`src/rtl/board_access_arbiter.sv`:
```
// Single-port board memory arbiter: drop writer, victory checker and display scanner
// share one 8x8 store through req/gnt handshakes with checker locking and display promotion.
module board_access_arbiter #(
    parameter int ROW_BITS  = 3,
    parameter int COL_BITS  = 3,
    parameter int DATA_BITS = 2,
    parameter int MAX_WAIT  = 4
) (
    input  logic                 clk,
    input  logic                 rst_n,
    input  logic                 wr_req,
    input  logic [ROW_BITS-1:0]  wr_row,
    input  logic [COL_BITS-1:0]  wr_col,
    input  logic [DATA_BITS-1:0] wr_data,
    output logic                 wr_gnt,
    input  logic                 chk_req,
    input  logic                 chk_lock,
    input  logic [ROW_BITS-1:0]  chk_row,
    input  logic [COL_BITS-1:0]  chk_col,
    output logic                 chk_gnt,
    output logic                 chk_valid,
    output logic [DATA_BITS-1:0] chk_data,
    input  logic                 dsp_req,
    input  logic [ROW_BITS-1:0]  dsp_row,
    input  logic [COL_BITS-1:0]  dsp_col,
    output logic                 dsp_gnt,
    output logic                 dsp_valid,
    output logic [DATA_BITS-1:0] dsp_data,
    output logic [ROW_BITS-1:0]  mem_row,
    output logic [COL_BITS-1:0]  mem_col,
    output logic [DATA_BITS-1:0] mem_wdata,
    output logic                 mem_write,
    input  logic [DATA_BITS-1:0] mem_rdata,
    output logic                 locked,
    output logic [1:0]           owner
);

    typedef enum logic {
        ST_UNLOCKED = 1'b0,
        ST_LOCKED   = 1'b1
    } state_t;

    state_t     state_reg;
    logic [3:0] wait_cnt_reg;
    logic       chk_valid_reg;
    logic       dsp_valid_reg;
    logic       promote;

    // Promotion only matters while unlocked; a lock always belongs to the checker.
    assign promote = (state_reg == ST_UNLOCKED) && (wait_cnt_reg >= 4'(MAX_WAIT));

    always_comb begin
        wr_gnt  = 1'b0;
        chk_gnt = 1'b0;
        dsp_gnt = 1'b0;
        if (rst_n) begin
            if (state_reg == ST_LOCKED) begin
                chk_gnt = chk_req;
            end else if (promote && dsp_req) begin
                dsp_gnt = 1'b1;
            end else if (wr_req) begin
                wr_gnt = 1'b1;
            end else if (chk_req) begin
                chk_gnt = 1'b1;
            end else if (dsp_req) begin
                dsp_gnt = 1'b1;
            end
        end
    end

    always_comb begin
        mem_row   = '0;
        mem_col   = '0;
        mem_wdata = '0;
        if (wr_gnt) begin
            mem_row   = wr_row;
            mem_col   = wr_col;
            mem_wdata = wr_data;
        end else if (chk_gnt) begin
            mem_row = chk_row;
            mem_col = chk_col;
        end else if (dsp_gnt) begin
            mem_row = dsp_row;
            mem_col = dsp_col;
        end
    end

    assign mem_write = wr_gnt;
    assign owner     = {chk_gnt | dsp_gnt, wr_gnt | dsp_gnt};

    always_ff @(posedge clk) begin
        if (!rst_n) begin
            state_reg     <= ST_UNLOCKED;
            wait_cnt_reg  <= 4'd0;
            chk_valid_reg <= 1'b0;
            dsp_valid_reg <= 1'b0;
        end else begin
            case (state_reg)
                ST_UNLOCKED: begin
                    if (chk_gnt && chk_lock) begin
                        state_reg <= ST_LOCKED;
                    end
                end
                ST_LOCKED: begin
                    // Checker abandoning the burst, or its last access, hands the store back.
                    if (!chk_req || (chk_gnt && !chk_lock)) begin
                        state_reg <= ST_UNLOCKED;
                    end
                end
                default: state_reg <= ST_UNLOCKED;
            endcase

            if (dsp_req && !dsp_gnt) begin
                wait_cnt_reg <= (wait_cnt_reg == 4'd15) ? 4'd15 : wait_cnt_reg + 4'd1;
            end else begin
                wait_cnt_reg <= 4'd0;
            end

            chk_valid_reg <= chk_gnt;
            dsp_valid_reg <= dsp_gnt;
        end
    end

    // Gating with rst_n drops a read return that would land in the reset cycle.
    assign locked    = rst_n && (state_reg == ST_LOCKED);
    assign chk_valid = rst_n && chk_valid_reg;
    assign dsp_valid = rst_n && dsp_valid_reg;
    assign chk_data  = chk_valid ? mem_rdata : '0;
    assign dsp_data  = dsp_valid ? mem_rdata : '0;

endmodule

```
`config.mk`:
```
export PLATFORM = sky130hd
export DESIGN_NAME = board_access_arbiter
export DESIGN_NICKNAME = d
export VERILOG_FILES = /design/src/rtl/board_access_arbiter.sv
export SDC_FILE = /design/constraint.sdc
export NUM_CORES = 1
export LEC_CHECK = 0
export BUFFER_PORTS_ARGS = -buffer_cell sky130_fd_sc_hd__buf_2
export CAP_MARGIN = 20
export CORE_MARGIN = 8
export CORE_UTILIZATION = 34
export DETAILED_ROUTE_END_ITERATION = 10
export PLACE_DENSITY = 0.74
export SKIP_CTS_REPAIR_TIMING = 1
export SLEW_MARGIN = 10
export SYNTH_ARGS = -nofsm -noshare
export SYNTH_HDL_FRONTEND = slang
export SYNTH_SLANG_ARGS = --single-unit
```
`constraint.sdc`:
```
create_clock -name clk -period 1.6 [get_ports clk]
set_input_delay 0.16 -clock clk [delete_from_list [all_inputs] [get_ports clk]]
set_output_delay 0.16 -clock clk [all_outputs]
set_load 0.02 [all_outputs]
```
==> results of run 1 <==
power breakdown:
part / internal (uW) / switching, uW
clock: 95.2 / 64.9
sequential: 180 / 3.61
combinational: 121 / 115
worst reg2reg max path: cells and delay by family, from the launching register on:
kind	cells	cell delay [ps]
AO/OA/AOI/OAI	3	530
buffers and inverters	1	150
flip-flops	1	320
AND/OR/NAND/NOR	1	270
metrics by stage:
step / cells / instance area (um2)
2_1_floorplan: 68 / 616
3_3_place_gp: 143 / 920
3_5_place_dp: 143 / 920
4_1_cts: 147 / 946
5_1_grt: 150 / 1080
6_report: 150 / 1080
how the worst max path moves through the flow:
stage	start	end	cells after the start
2_1_floorplan	wait_cnt_reg[3]$_SDFF_PN0_	mem_col[1]	5
3_3_place_gp	wait_cnt_reg[3]$_SDFF_PN0_	mem_row[2]	5
3_5_place_dp	wait_cnt_reg[3]$_SDFF_PN0_	mem_row[2]	5
4_1_cts	wait_cnt_reg[3]$_SDFF_PN0_	mem_row[2]	5
5_1_grt	wait_cnt_reg[3]$_SDFF_PN0_	mem_row[1]	7
6_report	wait_cnt_reg[3]$_SDFF_PN0_	mem_row[2]	7
final cells by class:
type	instances	area share, %
Timing Repair Buffer	58	41.2
Multi-Input combinational cell	48	37.5
Sequential cell	7	13.2
Tap cell	25	2.89
Inverter	8	2.77
Clock buffer	4	2.42
cells in the mapped netlist:
master / count
inv_1: 8
and2b_1: 1
nand3_1: 2
a221oi_1: 1
clkbuf_1: 1
and2_1: 6
a221oi_4: 1
or2_2: 1
nand3b_1: 1
o211ai_1: 1
a221oi_2: 6
and3_1: 4
a21oi_1: 3
or2_1: 2
buf_4: 2
nor2_1: 4
nand2_1: 2
ha_1: 1
a21oi_2: 6
buf_6: 2
dfxtp_1: 7
a21oi_4: 1
a31oi_1: 1
o2111a_1: 2
a211oi_1: 1
nor3_1: 1
logic make-up after synthesis:
kind of cell    Yosys count  share of synthesized area, %
flops                     7                          23.0
buf+inv                  13                          11.7
fa+ha+maj                 1                          2.05
compound gates           23                          41.4
simple gates             24                          21.9
layer usage:
metal  vias up  global-route usage, %
met2        39                   17.3
li1        365                      -
met4         0                   5.24
met1       319                   11.0
met3         4                   4.13
met5         -                      0
==> results.yml, run 1 <==
place:
  port_buffers: 48
  gp_congestion: 0.714
  pre_cts_slack_ps: -54.3
  place_hpwl_mm: 1.47
critical_path:
  reg2reg_depth: 5
  path_delay_family: "buffers and inverters"
  r2r-start: "wait_cnt_reg[3]$_SDFF_PN0_"
  cp-start-kind: "flop"
  end_kind: "output port"
  cp_cell_sequence: "or2_1, buf_6, a221oi_4, buf_12, a221oi_2, a21oi_2, buf_4"
  cp.arrival_ps: 1730
  r2r-end: "wait_cnt_reg[3]$_SDFF_PN0_"
  critPathMaxFanout: 9
  worstPathRequired_ps: 1440
  path_buf_inv: 3
  max_stage_delay_ps: 320
  reg2reg_setup_slack_ps: 240
  criticalPathCategory: "flop to output port"
  cp_slowest_cell: "dfxtp_2"
logic_synthesis:
  ys_warn_count: 0
  synth_area_per_cell_um2: 8.98
  synth_cell_type_count: 26
  ys_seq_area_share_pct: 23.0
  synthTopCellsByArea: "dfxtp_1 (23%), a221oi_2 (15%), a21oi_2 (8.6%)"
  synth_top_area_share_pct: 23.0
  ys_seq_elements: 7
  syn_nets: 97
  netlist_instances: 68
  synth_top_cell_by_area: "dfxtp_1"
  syn_area_um2: 611
power_and_ir_drop:
  finalPower_uw: 579
  power_density_mw_per_mm2: 535
  power.leakage_uw: 0.000555
  max-vdd-ir-drop_mv: 0.285
drt:
  vias_per_cell: 4.85
  routed-wl-met3_um: 174
  drt-initial-drc-count: 14
  routedWlPerCell_um: 13.8
  drc_errors: 0
  wl_met1_um: 785
  routed_wl_mm: 2.08
  top_layer: "met4"
  dr_total_vias: 727
  first_pass_iters: 4
  routed-wl-met2_mm: 1.08
  ant_nets: 0
finish:
  area_growth_pct: 77.5
  fillers: 140
  largest_reg_flops: 4
  drive_above_1_share_pct: 65.6
  final_util_pct: 63.4
  n_antenna_cell: 0
  regArea_um2: 143
  multi_input_area_um2: 407
  most-common-layout-cells: "buf_2 (36), buf_4 (9), inv_1 (8)"
  layout.nets: 155
  layout_commonest_cell: "buf_2"
timing:
  hold_ws_ps: 108
  finalSetupViolations: 13
  hold_viol: 0
  setup_ws_ps: -291
  finalCriticalPeriod_ps: 1890
  rsz0062_at_grt: "yes"
  finalSetupTns_ps: -2950
  finalMaxSlewViolations: 0
  worst_slew_pin_slew_ps: 334
  max_freq_ghz: 0.529
  finalCritPeriodShare_pct: 118
  skew_ps: 1.01
  timing.slew.headroom_pct: 77.7
outcome:
  status: "finished, violations left"
  violations: "negative setup slack"
die:
  die_w_um: 58.4
  initial_core_util_pct: 35.8
  core_area_mm2: 0.00171
  die_h_um: 58.4
  die_area_mm2: 0.00341
  rows: 15
  pin_count: 49
clock_network:
  cts_buffers: 3
  htreeDepth: 1
  cts_sinks: 7
  clk_pin_slew_worst_paths_ps: 50
  clockBufferDepth: 2
  cts-root-buf: "clkbuf_4"
  clk_latency_ps: 250
  cts_tree: "built"
worst_hold_path:
  hold_class: "input pin to flop"
  hold_end: "state_reg$_SDFF_PN0_"
  min_from: "chk_lock"
  hold_depth: 2
global_route:
  gr-total-overflow: 0
  grt_pass1_vias: 668
  antenna_found_initial: 0
  grt_max_degree: 18
  grt_pass1_wl_mm: 2.86
  grtUsageTotal_pct: 10.4
job:
  drv_cap: 0
(Power assumes the default switching activity.)
==> inputs of run 2 (changes only) <==
Settings changed: CELL_PAD_IN_SITES_DETAIL_PLACEMENT set to 0, CELL_PAD_IN_SITES_GLOBAL_PLACEMENT set to 1, CORE_UTILIZATION 34 to 23, PLACE_DENSITY 0.74 to not set, PLACE_DENSITY_LB_ADDON set to 0.1.
==> run 2 against run 1 <==
  * The run still ends with negative setup slack left
  * Register-to-register slack worse by 100 ps
  * Power up 1.5%
  * Combinational power up 5%
  * Utilization down 18 points
  * Clock power about the same
  * Final area up 5.0%
  * Routed wire length up 4.8%
==> results.yml, run 2 (synthesis gave the netlist of run 1 again) <==
outcome:
  status: "finished, violations left"
  violations: "negative setup slack"
place:
  port_buffers: 48
  gp_congestion: 0.799
  pre_cts_slack_ps: -72.0
  place_inst: 148
  place_hpwl_mm: 1.62
drt:
  routed-wl-met2_mm: 1.15
  drc_errors: 0
  wl_met1_um: 865
  routedWlPerCell_um: 13.7
  dr_total_vias: 738
  drt-initial-drc-count: 24
  routed-wl-met3_um: 137
  vias_per_cell: 4.64
  routed_wl_mm: 2.17
  ant_nets: 0
  top_layer: "met4"
  first_pass_iters: 4
timing:
  setup_ws_ps: -274
  finalSetupViolations: 13
  max_freq_ghz: 0.534
  finalCritPeriodShare_pct: 117
  timing.slew.headroom_pct: 75.9
  skew_ps: 6.70
  rsz0062_at_grt: "yes"
  hold_viol: 0
  hold_ws_ps: 112
  finalMaxSlewViolations: 0
  finalCriticalPeriod_ps: 1870
  worst_slew_pin_slew_ps: 359
finish:
  layout_commonest_cell: "buf_2"
  layout.cells.non_filler: 159
  drive_above_1_share_pct: 67.4
  n_antenna_cell: 0
  area_growth_pct: 86.3
  most-common-layout-cells: "buf_2 (36), buf_4 (10), buf_6 (9)"
  layout.nets: 159
  largest_reg_flops: 4
die:
  pin_count: 49
  core_area_mm2: 0.00250
  initial_core_util_pct: 24.4
  die_area_mm2: 0.00456
  die_h_um: 67.5
  rows: 18
  die_w_um: 67.5
global_route:
  grt_pass1_vias: 614
  antenna_found_initial: 0
  grt_pass1_wl_mm: 2.84
  gr-total-overflow: 0
  grtUsageTotal_pct: 7.96
  grt_max_degree: 18
power_and_ir_drop:
  power.leakage_uw: 0.000580
  switching_share_pct: 31.9
  p_sw_uw: 188
  power.share.clock_pct: 26.7
  power_density_mw_per_mm2: 517
  comb_power_share_pct: 42.1
  internal_power_uw: 400
  pwr-share-seq_pct: 31.1
  max-vdd-ir-drop_mv: 0.338
job:
  drv_cap: 0
critical_path:
  max_stage_delay_ps: 310
  criticalPathCategory: "flop to output port"
  cp_cell_sequence: "or2_4, buf_6, a221oi_4, buf_12, a221oi_2, a21oi_2, buf_4"
  cp.arrival_ps: 1710
  end_kind: "output port"
  cp_slowest_cell: "dfxtp_2"
  worstPathRequired_ps: 1440
  critPathMaxFanout: 9
  cp-start-kind: "flop"
worst_hold_path:
  hold_class: "input pin to flop"
clock_network:
  cts_buffers: 3
  clockBufferDepth: 2
  cts_sinks: 7
  cts-root-buf: "clkbuf_4"
  clk_latency_ps: 250
  htreeDepth: 1
  cts_tree: "built"
  clk_pin_slew_worst_paths_ps: 60
run 2: changes by cell type in the layout (fill, tap and decap cells not counted), sizes merged:
cell    before  now
buf         56   59
o2111a       2    3
clkbuf       6    5
clkinv       0    1
run 2: cell type report:
cell class              count  area [um2]
clock buffers               3        22.5
fillers                   247        1360
flip-flops and latches      7         143
clock inverters             1        5.00
well taps                  30        37.5
multi-input cells          49         423
repair buffers             61         477
inverters                   8        30.0
run 2: metrics by stage:
stage	total power, uW	setup TNS [ps]	utilization [%]	area [um2]
after global placement	379	-213	37.0	926
after floorplan	296	-977	-	616
after detailed placement	381	-363	37.0	926
after global routing	627	-3760	45.5	1140
final	588	-2670	45.5	1140
after CTS	544	-3470	38.1	953
run 2: final timing paths:
check                                   from  cells past startpoint                    endpoint  slack [ps]
setup / recovery  wait_cnt_reg[3]$_SDFF_PN0_                      7                  mem_col[1]        -270
hold / removal                      chk_lock                      2        state_reg$_SDFF_PN0_         110
setup reg to reg        state_reg$_SDFF_PN0_                      6  wait_cnt_reg[3]$_SDFF_PN0_         140
hold reg to reg   wait_cnt_reg[0]$_SDFF_PN0_                      1  wait_cnt_reg[0]$_SDFF_PN0_         490
run 2: critical path, delay by kind of cell (launching register included):
kind                   cells  cell delay [ps]
flip-flops                 1              310
AND/OR/NAND/NOR            1              250
AO/OA/AOI/OAI              3              430
buffers and inverters      3              460
run 2: per-layer routing:
layer  global-route usage (%)  vias to the layer above
met4                     3.13                        0
li1                         -                      373
met3                     2.81                        2
met2                     12.4                       22
met5                        0                        -
met1                     9.75                      341
run 2: power groups by stage:
stage / Combinational (uW) / Clock (uW) / Sequential (uW)
finish: 248 / 157 / 183
global route: 265 / 178 / 183
CTS: 194 / 167 / 183
detailed placement: 194 / 0 / 187
global placement: 192 / 0 / 187
floorplan: 111 / 0 / 186
==> inputs of run 3 (changes only) <==
Settings changed: CORE_UTILIZATION 23 to 25.
Clock period 1.6 ns to 1.9 ns, I/O delays scaled along.
==> run 3 against run 2 <==
  * The run still ends with negative setup slack left
  * Register-to-register slack gained 320 ps
  * Worst setup slack improved by 270 ps
  * Clock skew shrank 5.6 ps
  * Via count down 8.0%
  * Final area is 14% lower
==> results.yml, run 3 (synthesis gave the netlist of run 1 again) <==
outcome:
  status: "finished, violations left"
  violations: "negative setup slack"
power_and_ir_drop:
  internal_power_uw: 310
  pwr-share-seq_pct: 33.7
  comb_power_share_pct: 36.5
  switching_share_pct: 32.2
  power.share.clock_pct: 29.8
  power_density_mw_per_mm2: 468
  max-vdd-ir-drop_mv: 0.273
  power.leakage_uw: 0.000509
  p_sw_uw: 147
critical_path:
  cp-start-kind: "flop"
  end_kind: "output port"
  reg2reg_setup_slack_ps: 460
  cp.arrival_ps: 1710
  criticalPathCategory: "flop to output port"
  r2r-start: "wait_cnt_reg[3]$_SDFF_PN0_"
  worstPathRequired_ps: 1710
  critPathMaxFanout: 6
  crit_start: "wait_cnt_reg[3]$_SDFF_PN0_"
finish:
  layout_commonest_cell: "buf_2"
  area_growth_pct: 60.0
  largest_reg_flops: 4
  design_area_um2: 977
  n_antenna_cell: 0
  most-common-layout-cells: "buf_2 (42), inv_1 (8)"
  drive_above_1_share_pct: 64.5
  fillers: 261
  layout.nets: 151
global_route:
  grt_pass1_wl_mm: 2.65
  antenna_found_initial: 0
  busiest_layer: "met2"
  gr-total-overflow: 0
  grt_max_degree: 18
  gr-usage-met3_pct: 5.78
  grt_pass1_vias: 623
  grtUsageMet1_pct: 9.42
  grtUsageTotal_pct: 7.64
  use_met2_pct: 10.6
drt:
  first_pass_iters: 3
  ant_nets: 0
  drt-initial-drc-count: 17
  routedWlPerCell_um: 11.6
  drc_errors: 0
  vias_per_cell: 4.50
  dr_total_vias: 679
  routed_wl_mm: 1.76
place:
  gp_congestion: 0.739
  port_buffers: 48
  place_hpwl_mm: 1.49
  place_area_um2: 897
timing:
  timing.slew.headroom_pct: 76.3
  rsz0062_at_grt: "yes"
  max_freq_ghz: 0.526
  setup_ws_ps: -1.58
  hold_ws_ps: 136
  finalCriticalPeriod_ps: 1900
  finalSetupViolations: 1
  worst_slew_pin_slew_ps: 353
  hold_viol: 0
  finalMaxSlewViolations: 0
  skew_ps: 1.09
  finalCritPeriodShare_pct: 100
die:
  core_area_mm2: 0.00239
  die_area_mm2: 0.00428
  die_w_um: 65.4
  initial_core_util_pct: 25.6
  rows: 18
  die_h_um: 65.4
  pin_count: 49
worst_hold_path:
  min_from: "chk_lock"
  hold_class: "input pin to flop"
clock_network:
  clk_pin_slew_worst_paths_ps: 50
  htreeDepth: 1
  clockBufferDepth: 2
  cts_sinks: 7
  cts_buffers: 3
  cts_tree: "built"
  cts-root-buf: "clkbuf_4"
  clk_latency_ps: 250
job:
  drv_cap: 0
run 3: cell types whose count changed in the layout (fill, tap and decap cells not counted), sizes merged:
| cell | previous run | this run |
|---|---|---|
| buf | 59 | 54 |
| o2111a | 3 | 2 |
| clkbuf | 5 | 4 |
| clkinv | 1 | 0 |
run 3: final cells by class:
| cell class | count | area [um2] | area share [%] |
|---|---|---|---|
| multi-input cells | 48 | 404 | 41.4 |
| repair buffers | 54 | 335 | 34.3 |
| flip-flops and latches | 7 | 144 | 14.7 |
| well taps | 30 | 37.5 | 3.84 |
| inverters | 8 | 30.0 | 3.07 |
| clock buffers | 4 | 26.3 | 2.69 |
run 3: critical path, stage by stage (launching register included):
cell      delay (ps)
dfxtp_2          330
or2_4            240
buf_6            130
a221oi_4         260
buf_6            170
a221oi_2          60
a21oi_2          130
buf_6            130
run 3: per-stage QoR:
stage	std cells	setup TNS [ps]	total power [uW]	setup slack, ps	util, %
after global routing	151	-441	490	-93.2	40.9
after detailed placement	146	0	313	162	37.6
after CTS	150	-780	453	-127	38.7
final	151	-1.58	458	-1.58	40.9
after floorplan	68	0	249	113	-
after global placement	146	0	315	177	37.6
run 3: final timing paths:
path / end / cells past startpoint
max reg2reg: wait_cnt_reg[3]$_SDFF_PN0_ / 6
min reg2reg: wait_cnt_reg[3]$_SDFF_PN0_ / 1
max: mem_row[2] / 7
min: state_reg$_SDFF_PN0_ / 2
run 3: per-layer routing:
metal | vias to the layer above | wire length, um
met5 | - | 0
met4 | 0 | 0
met3 | 0 | 213
met2 | 31 | 796
met1 | 291 | 749
li1 | 357 | -
run 3: power groups by stage:
stage / Combinational (uW) / Sequential [uW] / Clock [uW]
2_1_floorplan: 92.2 / 156 / 0
3_3_place_gp: 157 / 157 / 0
3_5_place_dp: 156 / 157 / 0
4_1_cts: 157 / 154 / 143
5_1_grt: 180 / 155 / 155
6_report: 167 / 154 / 136
